<file path="src/rtl/axi_addr_xlate_pkg.sv">
// Shared types for the registered AW/AR address translator.
// Also defines AXI_ADDR_XLATE_TYPEDEF_RULE_T for building rule structs.
// The optional miss counter is enabled with AXI_ADDR_XLATE_MISS_CNT_EN.

`define AXI_ADDR_XLATE_TYPEDEF_RULE_T(name, slv_addr_t, mst_addr_t) \
    typedef struct packed {                                         \
        logic      en;                                              \
        slv_addr_t start;                                           \
        slv_addr_t end_;                                            \
        mst_addr_t offset;                                          \
    } name;

package axi_addr_xlate_pkg;

    typedef enum logic {
        IDLE = 1'b0,
        HOLD = 1'b1
    } xlate_state_e;

    // Default channel beat, used when the parent does not override ax_chan_t
    typedef struct packed {
        logic [3:0]  id;
        logic [31:0] addr;
        logic [7:0]  len;
    } default_ax_chan_t;

    `AXI_ADDR_XLATE_TYPEDEF_RULE_T(default_rule_t, logic [31:0], logic [31:0])

endpackage

</file>
<file path="src/rtl/axi_addr_xlate_chan.sv">
// One translator channel: capture FSM, beat/address registers, rule lookup.
// With AXI_ADDR_XLATE_MISS_CNT_EN defined, also a saturating miss counter.

module axi_addr_xlate_chan
    import axi_addr_xlate_pkg::*;
#(
    parameter int unsigned NumRules     = 4,
    parameter int unsigned SlvAddrWidth = 32,
    parameter int unsigned MstAddrWidth = 32,
    parameter type         ax_chan_t    = default_ax_chan_t,
    parameter type         rule_t       = default_rule_t
) (
    input  logic                      clk_i,
    input  logic                      rst_i,
    input  rule_t [NumRules-1:0]      rules_i,
    input  ax_chan_t                  slv_i,
    input  logic                      slv_valid_i,
    output logic                      slv_ready_o,
    output ax_chan_t                  mst_o,
    output logic [MstAddrWidth-1:0]   mst_addr_o,
    output logic                      mst_miss_o,
    output logic                      mst_valid_o,
    input  logic                      mst_ready_i
`ifdef AXI_ADDR_XLATE_MISS_CNT_EN
    ,
    output logic [15:0]               miss_cnt_o
`endif
);

    localparam int unsigned AddrW = (SlvAddrWidth > MstAddrWidth) ? SlvAddrWidth : MstAddrWidth;

    xlate_state_e            state_q, state_d;
    logic                    capture;
    logic [SlvAddrWidth-1:0] slv_addr;
    logic [MstAddrWidth-1:0] lookup_addr;
    logic                    lookup_miss;
    ax_chan_t                beat_q;
    logic [MstAddrWidth-1:0] addr_q;
    logic                    miss_q;

    assign slv_addr = slv_i.addr;

    // Rule lookup on the incoming address; first enabled window hit wins
    always_comb begin
        lookup_addr = MstAddrWidth'(slv_addr);
        lookup_miss = 1'b1;
        for (int i = 0; i < int'(NumRules); i++) begin
            if (lookup_miss && rules_i[i].en &&
                (rules_i[i].start <= slv_addr) && (slv_addr < rules_i[i].end_)) begin
                lookup_miss = 1'b0;
                lookup_addr = MstAddrWidth'((AddrW'(slv_addr) - AddrW'(rules_i[i].start))
                                            + AddrW'(rules_i[i].offset));
            end
        end
    end

    // Channel state register
    always_ff @(posedge clk_i) begin
        if (rst_i) begin
            state_q <= IDLE;
        end else begin
            state_q <= state_d;
        end
    end

    // Next state and handshake outputs; ready/valid depend only on state
    always_comb begin
        state_d     = state_q;
        capture     = 1'b0;
        slv_ready_o = 1'b0;
        mst_valid_o = 1'b0;
        case (state_q)
            IDLE: begin
                slv_ready_o = 1'b1;
                if (slv_valid_i) begin
                    capture = 1'b1;
                    state_d = HOLD;
                end
            end
            HOLD: begin
                mst_valid_o = 1'b1;
                if (mst_ready_i) begin
                    state_d = IDLE;
                end
            end
            default: state_d = IDLE;
        endcase
    end

    // Held beat, translated address and miss flag, loaded only on capture
    always_ff @(posedge clk_i) begin
        if (rst_i) begin
            beat_q <= '0;
            addr_q <= '0;
            miss_q <= 1'b0;
        end else if (capture) begin
            beat_q <= slv_i;
            addr_q <= lookup_addr;
            miss_q <= lookup_miss;
        end
    end

    assign mst_o      = beat_q;
    assign mst_addr_o = addr_q;
    assign mst_miss_o = miss_q;

`ifdef AXI_ADDR_XLATE_MISS_CNT_EN
    logic [15:0] miss_cnt_q;

    // Count captured misses, saturating at all ones
    always_ff @(posedge clk_i) begin
        if (rst_i) begin
            miss_cnt_q <= '0;
        end else if (capture && lookup_miss && (miss_cnt_q != 16'hFFFF)) begin
            miss_cnt_q <= miss_cnt_q + 16'd1;
        end
    end

    assign miss_cnt_o = miss_cnt_q;
`else
    // No miss counter in this build
`endif

endmodule

</file>
<file path="src/rtl/axi_addr_xlate.sv">
// Registered AW/AR address translator: two independent channel instances
// sharing one rule table. Define AXI_ADDR_XLATE_MISS_CNT_EN to add
// per-channel 16-bit saturating miss counters.

module axi_addr_xlate
    import axi_addr_xlate_pkg::*;
#(
    parameter int unsigned NumRules     = 4,
    parameter int unsigned SlvAddrWidth = 32,
    parameter int unsigned MstAddrWidth = 32,
    parameter type         ax_chan_t    = default_ax_chan_t,
    parameter type         rule_t       = default_rule_t
) (
    input  logic                      clk_i,
    input  logic                      rst_i,
    input  rule_t [NumRules-1:0]      rules_i,
    input  ax_chan_t                  slv_aw_i,
    input  logic                      slv_aw_valid_i,
    output logic                      slv_aw_ready_o,
    output ax_chan_t                  mst_aw_o,
    output logic [MstAddrWidth-1:0]   mst_aw_addr_o,
    output logic                      mst_aw_miss_o,
    output logic                      mst_aw_valid_o,
    input  logic                      mst_aw_ready_i,
    input  ax_chan_t                  slv_ar_i,
    input  logic                      slv_ar_valid_i,
    output logic                      slv_ar_ready_o,
    output ax_chan_t                  mst_ar_o,
    output logic [MstAddrWidth-1:0]   mst_ar_addr_o,
    output logic                      mst_ar_miss_o,
    output logic                      mst_ar_valid_o,
    input  logic                      mst_ar_ready_i
`ifdef AXI_ADDR_XLATE_MISS_CNT_EN
    ,
    output logic [15:0]               aw_miss_cnt_o,
    output logic [15:0]               ar_miss_cnt_o
`endif
);

    axi_addr_xlate_chan #(
        .NumRules     (NumRules),
        .SlvAddrWidth (SlvAddrWidth),
        .MstAddrWidth (MstAddrWidth),
        .ax_chan_t    (ax_chan_t),
        .rule_t       (rule_t)
    ) u_aw_chan (
        .clk_i       (clk_i),
        .rst_i       (rst_i),
        .rules_i     (rules_i),
        .slv_i       (slv_aw_i),
        .slv_valid_i (slv_aw_valid_i),
        .slv_ready_o (slv_aw_ready_o),
        .mst_o       (mst_aw_o),
        .mst_addr_o  (mst_aw_addr_o),
        .mst_miss_o  (mst_aw_miss_o),
        .mst_valid_o (mst_aw_valid_o),
        .mst_ready_i (mst_aw_ready_i)
`ifdef AXI_ADDR_XLATE_MISS_CNT_EN
        ,
        .miss_cnt_o  (aw_miss_cnt_o)
`endif
    );

    axi_addr_xlate_chan #(
        .NumRules     (NumRules),
        .SlvAddrWidth (SlvAddrWidth),
        .MstAddrWidth (MstAddrWidth),
        .ax_chan_t    (ax_chan_t),
        .rule_t       (rule_t)
    ) u_ar_chan (
        .clk_i       (clk_i),
        .rst_i       (rst_i),
        .rules_i     (rules_i),
        .slv_i       (slv_ar_i),
        .slv_valid_i (slv_ar_valid_i),
        .slv_ready_o (slv_ar_ready_o),
        .mst_o       (mst_ar_o),
        .mst_addr_o  (mst_ar_addr_o),
        .mst_miss_o  (mst_ar_miss_o),
        .mst_valid_o (mst_ar_valid_o),
        .mst_ready_i (mst_ar_ready_i)
`ifdef AXI_ADDR_XLATE_MISS_CNT_EN
        ,
        .miss_cnt_o  (ar_miss_cnt_o)
`endif
    );

endmodule

</file>
<file path="config.mk">
export PLATFORM = sky130hd
export DESIGN_NAME = axi_addr_xlate
export DESIGN_NICKNAME = d
export VERILOG_FILES = /design/src/rtl/axi_addr_xlate_pkg.sv /design/src/rtl/axi_addr_xlate_chan.sv /design/src/rtl/axi_addr_xlate.sv
export SDC_FILE = /design/constraint.sdc
export NUM_CORES = 2
export LEC_CHECK = 0
export CORE_ASPECT_RATIO = 1.25
export CORE_MARGIN = 3
export CORE_UTILIZATION = 25
export CTS_CLUSTER_DIAMETER = 150
export DETAILED_ROUTE_END_ITERATION = 10
export SLEW_MARGIN = 20
export SYNTH_ARGS = -nofsm -noshare
export SYNTH_HDL_FRONTEND = slang
export SYNTH_SLANG_ARGS = --single-unit
</file>
<file path="constraint.sdc">
create_clock -name clk_i -period 4 [get_ports clk_i]
set_input_delay 0.8 -clock clk_i [delete_from_list [all_inputs] [get_ports clk_i]]
set_output_delay 0.8 -clock clk_i [all_outputs]
set_load 0.01 [all_outputs]
</file>
==> impl_metrics.py <==
metrics = {
    "finish": {
        "fillCellCount": 15200,
        "fin_cells": 9203,
        "final_cell_mix": "1,459 x buf_4, 723 x inv_1, 622 x ha_1",
        "area_growth_pct": 75.6,
        "fin_area_sq_mm": 0.0665,
        "nets": 8642,
        "layout_commonest_cell": "buf_4",
        "drive_above_1_share": 0.364,
    },
    "sta": {
        "setup_viol": 27,
        "fmax_mhz": 232,
        "period_needed_ns": 4.30,
        "max_slew_margin": 0.186,
        "worst_pin_slew_ns": 1.22,
        "final_max_slew_viol_count": 0,
        "clock_skew_ns": 0.0159,
        "fin_ws_ns": -0.302,
        "post-route-period-util": 1.08,
        "rsz0062_at_grt": "yes",
        "hold_violations": 0,
    },
    "routing": {
        "wire_per_inst_um": 26.4,
        "drt_first_iter_violations": 3471,
        "vias_per_cell": 5.10,
        "routed_wl_mm": 243,
        "drt_first_pass_iters": 5,
        "detail-route-antenna-nets": 0,
        "drcViolationCount": 0,
        "vias": 46900,
    },
    "floorplan": {
        "start_util": 0.252,
        "die_h_um": 441,
        "io_pins": 640,
        "die_w_um": 354,
        "coreArea_sq_mm": 0.150,
        "die_area_sq_mm": 0.156,
        "rows": 159,
    },
    "yosys": {
        "synth_top_area_share": 0.251,
        "synthArstFlopShare": 0,
        "mappedNetlistNets": 6369,
        "synthTopCellsByArea": "ha_1 25%, fa_1 13%, inv_1 8.7%",
        "avgSynthCellArea_sq_um": 7.76,
        "synth-seq-cells": 156,
        "yosysSeqAreaShare": 0.0824,
        "synth_largest_area_cell": "ha_1",
        "synth_top_flop_cell": "dfxtp_1",
        "synth_edf_count": 0,
        "syn_area_sq_mm": 0.0379,
        "synthCells": 4879,
        "yosysWarnings": 0,
        "yosysUniqueCellTypes": 87,
    },
    "critical_path": {
        "crit_required_ns": 4.42,
        "end_kind": "flop",
        "reg2reg_from": "u_ar_chan.state_q",
        "cp.arrival_ns": 4.72,
        "worstReg2RegEnd": "u_ar_chan.mst_o[43]",
        "rrSetupSlack_ns": 1.86,
        "cp-start-kind": "primary input",
        "crit_path_max_fanout": 3,
        "r2r_cells": 5,
        "worst-setup-path-type": "in2reg",
    },
    "cts": {
        "htreeDepth": 4,
        "cts_hold_buf": 0,
        "cts_tree": "yes",
        "numCtsBuffers": 17,
        "clockBufferDepth": 2,
        "clock-sinks": 156,
        "root_buffer": "clkbuf_16",
        "insertion_delay_ns": 0.53,
        "path_clk_slew_ns": 0.08,
    },
    "min_path": {
        "hold_path.class": "reg2reg",
        "hold_path_depth": 2,
        "hold_end": "u_ar_chan.mst_o[10]",
        "min_from": "u_ar_chan.mst_o[10]",
    },
    "pwr": {
        "peakVddDrop_mv": 0.420,
        "leakage_nw": 32.6,
        "power-per-cell-area_mw_per_mm2": 281,
    },
    "job": {
        "drv_cap": 0,
    },
    "place": {
        "placedCellCount": 8919,
        "place_congestion": 1.06,
        "dp_hpwl_mm": 209,
        "io_buffer_count": 639,
        "dpl_cell_area_sq_mm": 0.0586,
    },
    "global_route": {
        "grt_max_degree": 71,
        "grt_use_total": 0.295,
        "grt_pass1_wl_mm": 330,
        "grt_pass1_vias": 46900,
        "antenna_found_initial": 28,
        "overflow": 0,
    },
    "run_status": {
        "outcome": "complete, but fails checks",
        "violations": "negative setup slack",
    },
}
area by class of cell:
class	count	area, sq um	area share
antenna	26	65.1	0.000978
clock inverter	15	153	0.00229
timing repair buffer	2356	21000	0.316
clock buffer	17	425	0.00639
sequential	156	3120	0.0469
tap	2012	2520	0.0378
multi-input combinational	3740	35800	0.538
inverter	881	3460	0.0520
Yosys cell counts (all sizes together), types with 14 or more instances:
master and n:
dfxtp 156, and4 14, o21bai 33, clkbuf 80, nor3 50, nor2b 46
a31oi 56, nor4 14, a22oi 16, a31o 15, a221oi 14, a21o 206
o21a 48, xor2 84, nand2b 53, a211oi 67, o211ai 61, o22ai 19
mux2i 21, xnor2 148, o31ai 17, or3 17, nand3 81, fa 248
inv 881, o221ai 21, a211o 14, a21oi 487, nand2 381, o21ai 239
and3 36, nand4 96, nor2 195, buf 22, ha 760
layer usage:
| layer | global-route usage | part of all wire | up-vias | routed length [um] |
|---|---|---|---|---|
| met3 | 0.0411 | 0.055 | 598 | 13400 |
| li1 | - | - | 21700 | - |
| met4 | 0.216 | 0.091 | 6 | 22100 |
| met5 | 0 | 0.00019 | - | 47 |
| met2 | 0.506 | 0.47 | 1878 | 115000 |
| met1 | 0.335 | 0.38 | 22800 | 92200 |
state kept, by name (all words and copies together), names as in the netlist:
name and flops:
u_ar_chan.state_q 1, u_ar_chan.mst_addr_o 32, u_aw_chan.mst_o 44, u_ar_chan.mst_miss_o 1
u_aw_chan.mst_miss_o 1, u_aw_chan.state_q 1, u_aw_chan.mst_addr_o 32, u_ar_chan.mst_o 44
power breakdown:
group          total, mW  switching [mW]  internal, mW
Clock               1.81           0.932         0.877
Combinational       15.0            7.71          7.29
Sequential          1.90           0.198          1.70
Total               18.7            8.84          9.86
critical path: stages:
cell and delay (ns):
buf_8 0.09, clkinvlp_4 0.18, buf_6 0.19, buf_6 0.12, fa_1 0.51, inv_2 0.05, ha_4 0.27, o211ai_1 0.10
o211ai_1 0.30, a21oi_4 0.12, o31ai_4 0.32, a221oi_4 0.11, buf_12 0.16, o311ai_4 0.32, a21oi_2 0.11, o31a_1 0.29
o22ai_1 0.19, a2111oi_2 0.07, buf_4 0.15, a221o_1 0.25
metrics by stage:
step / hold WS [ns] / setup WS, ns / power (mW) / utilization / setup TNS, ns
after floorplan: 0.476 / -0.0919 / 7.71 / - / -0.487
after global placement: 0.441 / -2.41 / 14.4 / 0.389 / -114.91
after detailed placement: 0.446 / -1.88 / 14.4 / 0.389 / -99.80
after CTS: 0.456 / -0.254 / 17.6 / 0.423 / -1.50
after global routing: 0.476 / -0.394 / 19.7 / 0.442 / -4.40
final: 0.455 / -0.302 / 18.7 / 0.442 / -2.43
worst max-delay path by stage:
| stage | startpoint | to |
|---|---|---|
| floorplan | slv_ar_i[12] | u_ar_chan.mst_addr_o[27] |
| global placement | slv_ar_i[38] | u_ar_chan.mst_addr_o[28] |
| detailed placement | slv_ar_i[38] | u_ar_chan.mst_addr_o[28] |
| CTS | slv_aw_i[10] | u_aw_chan.mst_addr_o[31] |
| global route | slv_aw_i[10] | u_aw_chan.mst_addr_o[31] |
| finish | slv_aw_i[10] | u_aw_chan.mst_addr_o[31] |
what timing repair did:
item	4_1_cts	5_1_grt
setup endpoints to repair	66	65
gates resized for setup	1013	570
gates cloned	4	2
pin swaps	371	317
buffers inserted	169	100
cells by family (layout without fill, tap and decap cells):
group | count (synthesis) | count (layout) | synth area share
buffers and inverters | 983 | 3269 | 0.0982
other | 0 | 26 | 0
muxes | 23 | 23 | 0.00614
DFF | 156 | 156 | 0.0824
xor gates and xnor gates | 232 | 232 | 0.0536
AOI/OAI and AO/OA | 1443 | 1443 | 0.246
and+or+nand+nor | 1034 | 1034 | 0.131
adders and majority gates | 1008 | 1008 | 0.382
Note: power is estimated with default switching activity, not from simulation.
